$ cat src/rtl/regfile_dump_tx.sv
// regfile_dump_tx: sweeps read port 1 of the 32x32 register file and streams
// the whole file out of an 8N1 UART. The stream is a sync header followed by
// x0..x31, with each register sent as 4 bytes, most significant byte first.
module regfile_dump_tx #(
  parameter int unsigned CLKS_PER_BIT = 5208,
  parameter logic [7:0]  HEADER       = 8'hA5
) (
  input  logic        clk,
  input  logic        rst_n,
  input  logic        start,
  output logic [4:0]  a1,
  input  logic [31:0] rd1,
  output logic        tx,
  output logic        busy,
  output logic        done
);

  localparam int unsigned idx_w  = 5;
  localparam int unsigned byte_w = 2;
  localparam int unsigned bit_w  = 4;
  localparam int unsigned baud_w = 16;
  localparam int unsigned word_w = 32;

  localparam logic [baud_w-1:0] baud_last = baud_w'(CLKS_PER_BIT - 1);
  localparam logic [bit_w-1:0]  bit_stop  = bit_w'(9);
  localparam logic [byte_w-1:0] byte_last = byte_w'(3);
  localparam logic [idx_w-1:0]  idx_last  = idx_w'(31);

  localparam logic [2:0] st_idle  = 3'd0;
  localparam logic [2:0] st_hdr   = 3'd1;
  localparam logic [2:0] st_fetch = 3'd2;
  localparam logic [2:0] st_send  = 3'd3;
  localparam logic [2:0] st_done  = 3'd4;

  logic [2:0]        state,    state_nxt;
  logic [idx_w-1:0]  idx,      idx_nxt;
  logic [byte_w-1:0] byte_cnt, byte_nxt;
  logic [bit_w-1:0]  bit_cnt,  bit_nxt;
  logic [baud_w-1:0] baud,     baud_nxt;
  logic [word_w-1:0] word,     word_nxt;
  logic              tx_nxt;
  logic              busy_nxt;
  logic              done_nxt;
  logic [4:0]        a1_nxt;
  logic              bit_end;
  logic [7:0]        tx_byte;

  // State register
  always_ff @(posedge clk) begin
    if (!rst_n) begin
      state <= st_idle;
    end else begin
      state <= state_nxt;
    end
  end

  // Next state, counters, and the next value of every registered output
  always_comb begin
    state_nxt = state;
    idx_nxt   = idx;
    byte_nxt  = byte_cnt;
    bit_nxt   = bit_cnt;
    baud_nxt  = baud;
    word_nxt  = word;
    tx_nxt    = 1'b1;
    busy_nxt  = 1'b0;
    done_nxt  = 1'b0;
    a1_nxt    = '0;
    tx_byte   = HEADER;
    bit_end   = (baud == baud_last);

    case (state)
      st_idle: begin
        if (start) begin
          state_nxt = st_hdr;
          idx_nxt   = '0;
          byte_nxt  = '0;
          bit_nxt   = '0;
          baud_nxt  = '0;
        end
      end

      st_hdr: begin
        if (bit_end) begin
          baud_nxt = '0;
          if (bit_cnt == bit_stop) begin
            state_nxt = st_fetch;
            idx_nxt   = '0;
            bit_nxt   = '0;
          end else begin
            bit_nxt = bit_cnt + bit_w'(1);
          end
        end else begin
          baud_nxt = baud + baud_w'(1);
        end
      end

      // rd1 is captured only here, so later writes cannot disturb the word in flight
      st_fetch: begin
        state_nxt = st_send;
        word_nxt  = rd1;
        byte_nxt  = '0;
        bit_nxt   = '0;
        baud_nxt  = '0;
      end

      st_send: begin
        if (bit_end) begin
          baud_nxt = '0;
          if (bit_cnt == bit_stop) begin
            bit_nxt = '0;
            if (byte_cnt == byte_last) begin
              byte_nxt = '0;
              if (idx == idx_last) begin
                state_nxt = st_done;
              end else begin
                state_nxt = st_fetch;
                idx_nxt   = idx + idx_w'(1);
              end
            end else begin
              byte_nxt = byte_cnt + byte_w'(1);
            end
          end else begin
            bit_nxt = bit_cnt + bit_w'(1);
          end
        end else begin
          baud_nxt = baud + baud_w'(1);
        end
      end

      st_done: begin
        state_nxt = st_idle;
        idx_nxt   = '0;
      end

      default: begin
        state_nxt = st_idle;
      end
    endcase

    // Byte on the line for the upcoming cycle
    if (state_nxt == st_send) begin
      case (byte_nxt)
        2'd0:    tx_byte = word_nxt[31:24];
        2'd1:    tx_byte = word_nxt[23:16];
        2'd2:    tx_byte = word_nxt[15:8];
        default: tx_byte = word_nxt[7:0];
      endcase
    end

    // Frame bit: 0 = start, 1..8 = data LSB first, 9 = stop
    if ((state_nxt == st_hdr) || (state_nxt == st_send)) begin
      if (bit_nxt == '0) begin
        tx_nxt = 1'b0;
      end else if (bit_nxt == bit_stop) begin
        tx_nxt = 1'b1;
      end else begin
        tx_nxt = tx_byte[3'(bit_nxt - bit_w'(1))];
      end
    end

    busy_nxt = (state_nxt == st_hdr) || (state_nxt == st_fetch) ||
               (state_nxt == st_send);
    done_nxt = (state_nxt == st_done);

    // a1 follows the register index only while that register is fetched and sent
    if ((state_nxt == st_fetch) || (state_nxt == st_send)) begin
      a1_nxt = idx_nxt;
    end
  end

  // Datapath counters, captured word and registered outputs
  always_ff @(posedge clk) begin
    if (!rst_n) begin
      idx      <= '0;
      byte_cnt <= '0;
      bit_cnt  <= '0;
      baud     <= '0;
      word     <= '0;
      tx       <= 1'b1;
      busy     <= 1'b0;
      done     <= 1'b0;
      a1       <= '0;
    end else begin
      idx      <= idx_nxt;
      byte_cnt <= byte_nxt;
      bit_cnt  <= bit_nxt;
      baud     <= baud_nxt;
      word     <= word_nxt;
      tx       <= tx_nxt;
      busy     <= busy_nxt;
      done     <= done_nxt;
      a1       <= a1_nxt;
    end
  end

endmodule
$ cat config.mk
export PLATFORM = sky130hd
export DESIGN_NAME = regfile_dump_tx
export DESIGN_NICKNAME = d
export VERILOG_FILES = /design/src/rtl/regfile_dump_tx.sv
export SDC_FILE = /design/constraint.sdc
export NUM_CORES = 1
export LEC_CHECK = 0
export BUFFER_PORTS_ARGS = -buffer_cell sky130_fd_sc_hd__buf_4
export CORE_ASPECT_RATIO = 0.9
export CORE_UTILIZATION = 50
export CTS_CLUSTER_DIAMETER = 40
export DETAILED_ROUTE_END_ITERATION = 10
export GPL_ROUTABILITY_DRIVEN = 1
export PLACE_DENSITY_LB_ADDON = 0.15
export SLEW_MARGIN = 10
export SYNTH_ARGS = -nofsm -noshare
export SYNTH_HDL_FRONTEND = slang
export SYNTH_SLANG_ARGS = --single-unit
$ cat constraint.sdc
create_clock -name clk -period 3.7 [get_ports clk]
set_input_delay 0.74 -clock clk [delete_from_list [all_inputs] [get_ports clk]]
set_output_delay 0.74 -clock clk [all_outputs]
set_load 0.02 [all_outputs]
# Yosys cells after proc, flatten, opt, wreduce, memory -nomap -nowiden

Index checks and enable logic that the tools add are counted.

Flip-flop bits (word level): 70
Input bits: 35
Output and inout port bits: 8
Logic and storage cells: 79

Add/subtract/negate cells: 5
$lt $le $gt $ge: 1
Equality and inequality tests: 16
Muxes and demuxes: 35
Reduce and logical (&&, ||, !) cells: 12

Operators with widths:

| operator                | number |
|---|---|
| $pmux W16 S3            | 1 |
| $mux W5                 | 7 |
| $mux W16                | 2 |
| $mux W32                | 1 |
| $pmux W8 S3             | 1 |
| $mux W3                 | 7 |
| $pmux W5 S4             | 1 |
| $add A16 B1 Y16 const B | 1 |
| $eq A16 B13 Y1 const B  | 1 |
| $eq A3 B2 Y1 const B    | 4 |
| $mux W4                 | 3 |
| $pmux W3 S4             | 1 |
| $pmux W4 S3             | 1 |
| $eq A4 B4 Y1 const B    | 2 |
| $mux W2                 | 4 |
| $mux W8                 | 1 |
| $eq A3 B1 Y1 const B    | 2 |
| $eq A3 B3 Y1 const B    | 2 |
| $pmux W2 S3             | 1 |
| $reduce_and A2 Y1       | 3 |
| $add A5 B1 Y5 const B   | 1 |
| $eq A5 B5 Y1 const B    | 1 |
| $add A4 B1 Y4 const B   | 1 |
| $eq A2 B2 Y1 const B    | 2 |
| 13 further kinds        | 18 |

# Logic depth before layout (Yosys ltp)

Depth after elaboration: 12
Gate-level depth with buffers: 14
Depth with buffers taken out: 14

# Least setup slack after synthesis

Ideal clock, no wire load.

Kind: reg-to-reg
Start: register baud[5]
End: register tx
Library setup time: 73 ps
Data arrival time: 3161 ps
Required time: 3627 ps
Slack: 466 ps
Cell stages (with the launch flop): 11
Path buffers: 1
Clock period less this slack: 3234 ps
Cell sequence: dfxtp_1 > or4b_4 > or4_4 > o211ai_1 > ha_1 > clkbuf_1 > and2_1 > a41o_1 > a211oi_1 > a22oi_2 > o211ai_2

Elaborated cells on any way between the ends: 24
Those cells by class: add/sub: 1; eq/ne: 6; mux: 13; reduce/logical: 4

RTL lines:

| item                          | line | text |
|---|---|---|
| start, declared               | 39   | `logic [baud_w-1:0] baud, baud_nxt;` |
| start signal, assigned        | 188  | `baud <= baud_nxt;` |
| $eq A16 B13 Y1 (*)            | 70   | `bit_end = (baud == baud_last);` |
| $mux W4 (*)                   | 84   | `if (bit_end) begin` |
| $pmux W4 S3 (*)               | 72   | `case (state)` |
| net bit_nxt[0]                | 38   | `logic [bit_w-1:0] bit_cnt, bit_nxt;` |
| $sub A3 B1 Y3                 | 158  | `tx_nxt = tx_byte[3'(bit_nxt - bit_w'(1))];` |
| $bmux W1 S3                   | 158  |  |
| $mux W1 (implied by the code) | 158  |  |
| $mux W1                       | 155  | `end else if (bit_nxt == bit_stop) begin` |
| $mux W1 (*)                   | 153  | `if (bit_nxt == '0) begin` |
| end signal, assigned          | 190  | `tx <= tx_nxt;` |
| end, declared                 | 13   | `output logic tx,` |

Mark *: on every way through the listed nets, which the timed path passes. The rest lies on a longest branch. The select of a mux whose other input is x is not followed.
A chain may end at the register's enable or synchronous reset.

# Worst setup path in the final report

Start: register baud[6]
End: register tx

Longest elaborated chain between the ends: 10
Elaborated cells on any way between the ends: 24
Those cells by class: add/sub: 1; eq/ne: 6; mux: 13; reduce/logical: 4

RTL lines:

| item                                 | line | text |
|---|---|---|
| $eq A16 B13 Y1 (*)                   | 70   |  |
| $mux W2                              | 108  | `if (bit_end) begin` |
| $pmux W2 S3                          | 72   |  |
| $eq A2 B2 Y1 (tied with other cells) | 143  | `case (byte_nxt)` |
| $pmux W8 S3                          | 143  |  |
| $mux W8                              | 142  | `if (state_nxt == st_send) begin` |
| $bmux W1 S3                          | 158  |  |
| $mux W1 (implied by the code)        | 158  |  |
| $mux W1                              | 155  |  |
| $mux W1                              | 153  |  |

Every way passes the cells marked *; elsewhere a longest branch is shown, timed or not. The select of a mux whose other input is x is not followed.

==> impl_results.md <==
- Status: completed
- CTS tree: done
- Post-synth top flop: dfxtp_1
- Async SR Flop Fraction: 0%
- Setup violators final: 0
- Max-Cap Viols: 0
- Max IR drop VDD: 212 µV
- Die Wd: 90.3 µm
- WL/cell: 14.2 µm
- Count leader, synth: nand2_1
- CP max stage delay: 0.52 ns
- Seq/Total Area, Yosys: 40.0%
- Final Cycle Share: 91.7%
- Clock Latency Late Sink: 0.35 ns
- Layout Cells excl Fill: 587
- DRT Wirelength: 8350 µm
- Flop2flop setup slack: 0.31 ns
- Crit. End Element: flip-flop
- N_diodes: 0
- Inserted Clock Buffers: 9
- Critical Path AT: 3.66 ns
- CTS max path bufs: 2
- Starting Density: 52.4%
- Hold WS: 0.457 ns
- Global-route wire length before repair: 13800 µm
- Remaining DRCs: 0
- Synth top area cells: dfxtp_1 40%, nand2_1 9.6%, a21oi_1 6.6%
- Critical-path cell list: or4b_4 > nor4_4 > nand2_1 > a21oi_1 > o22a_1 > ha_1 > buf_4 > and2_1 > a41o_1 > a211oi_1 > a22oi_2 > o211ai_2
- Worst Path Required: 3.97 ns
- Most instantiated cells after synthesis: 90 x nand2_1, 70 x dfxtp_1, 46 x a21oi_1
- Syn Nets: 488
- Vias per cell: 5.65
- Fmax: 0.295 GHz
- Total GRT Usage: 23.7%
- Setup TNS: 0 ns
- Site row count: 28
- Cell leakage power: 1.50 nW
- CORE AREA: 0.00669 mm²
- Synth Instances: 448
- Initial antenna violation count: 0
- Crit path buffers/inverters: 1
- Htree depth: 3
- Slew headroom: 45.6%
- Number of flops mapped to enable cells by yosys: 0
- CP max stage cell: or4b_4
- Die ar.: 0.00735 mm²
- Chip Height: 81.5 µm
- DP HPWL: 5990 µm
- Final Max Tran Viols: 0
- Final min period: 3.39 ns
- Area leader, netlist: dfxtp_1
- Finished Cell Area: 0.00414 mm²
- Skew final: 0.0110 ns
- CP max FO: 10
- Dpl ws: 0.323 ns
- Crit start category: flip-flop
- Post-synthesis register bit count: 70
- Fillers: 655
- Mean post-synth cell area: 7.83 µm²
- Placement Cell Area: 0.00394 mm²
- Worst Tran Pin Value: 0.815 ns
- PortBufs: 42
- Synth top area share: 40.0%
- CTS sink cnt: 70
- Top Ports: 43
- Vias in the first global route: 2890
- Cell Area, Synth: 0.00351 mm²
- CTS Hold Bufs: 0
- Nets: 532
- Worst setup margin: 0.307 ns
- RSZ-0062 raised after global routing: false
- Setup CP Type: flip-flop to flip-flop
- Post-route ant nets: 0
- Share of cells above drive strength 1: 17.1%
- Delay-heaviest family, CP: compound AO/OA/AOI/OAI gates
- Grt ovf: 0
- Placed cells: 569
- Largest net degree at the start of global routing: 38
- Layout area overhead: 18.0%
- Clk slew on worst S/H paths: 0.08 ns
- Fin. Hold Viols: 0
- First-pass DRT Iterations: 5
- Number of DRC markers in iteration 0: 280
- Yosys warning total: 0
- Via count: 3318
- Root Driver: clkbuf_8
- Power Dens Cells: 345 mW/mm²
- Hold Path Class: flip-flop to flip-flop
- Routability cong.: 0.935
- Post-synthesis cell type count: 64
[area by class of cell]
class	count	area [µm²]	area share [%]
clock buffer	12	135	3.26
multi-input combinational	344	1970	47.6
inverter	12	45.0	1.09
timing repair buffer	55	425	10.3
clock inverter	4	47.5	1.15
tap	90	113	2.72
sequential	70	1400	33.9
[cells in the final DEF (no fill, tap or decap), types with 8 or more instances in the layout]
| cell | count |
|---|---|
| buf_4 | 54 |
| nand2_1 | 90 |
| a21oi_1 | 46 |
| nor2_1 | 44 |
| nand3_1 | 21 |
| o21ai_0 | 21 |
| xor2_1 | 8 |
| dfxtp_1 | 70 |
| inv_1 | 11 |
| clkbuf_8 | 9 |
| nor3_1 | 9 |
[layer usage]
layer  vias to the layer above  global-route usage, %  share of wire (%)
li1                       1672                      -                  -
met1                      1533                   32.7                 49
met2                       104                   37.0                 45
met3                         9                   5.65                5.4
met4                         0                   7.42               0.93
met5                         -                      0                  0
[worst paths after layout]
check                from  depth (start not counted)      end
setup reg to reg  baud[6]                         12       tx
setup / recovery  baud[6]                         12       tx
hold / removal    word[0]                          2  word[0]
hold reg to reg   word[0]                          2  word[0]
[state kept, by name, summed over array words and instances (netlist names)]
signal / cells
busy: 1
done: 1
idx: 5
a1: 5
bit_cnt: 4
state: 3
baud: 16
tx: 1
byte_cnt: 2
word: 32
[worst register-to-register path, delay by kind of cell, from the launching register on]
kind	cells	cell delay (ns)
AOI/OAI and AO/OA	6	1.29
and+or+nand+nor	4	1.18
DFF	1	0.38
adders and majority gates	1	0.27
buffers and inverters	1	0.19
[logic make-up (layout without fill, tap and decap cells)]
| family | Yosys count | in the layout | share of synthesized area, % |
|---|---|---|---|
| fa+ha+maj | 5 | 5 | 1.78 |
| mux | 7 | 7 | 2.07 |
| buf+inv | 34 | 83 | 3.96 |
| simple gates | 206 | 206 | 28.2 |
| flops | 70 | 70 | 40.0 |
| compound gates | 115 | 115 | 21.3 |
| xor+xnor | 11 | 11 | 2.75 |
[metrics by stage]
step	power [W]	utilization (%)
detailed placement	0.000853	58.9
finish	0.00143	61.9
global placement	0.000852	58.9
global route	0.00148	61.9
CTS	0.00144	61.6
floorplan	0.000811	-
[where the power goes]
part / internal, W / switching (W)
sequential: 0.000757 / 0.00000440
clock: 0.000310 / 0.000283
combinational: 0.0000370 / 0.0000380
total: 0.00110 / 0.000325
[what timing repair did]
item	in CTS	in global routing
setup buffers	0	2
resized for setup	0	0
setup endpoints to repair	0	1
No activity file was read; power rests on OpenSTA's default activity.
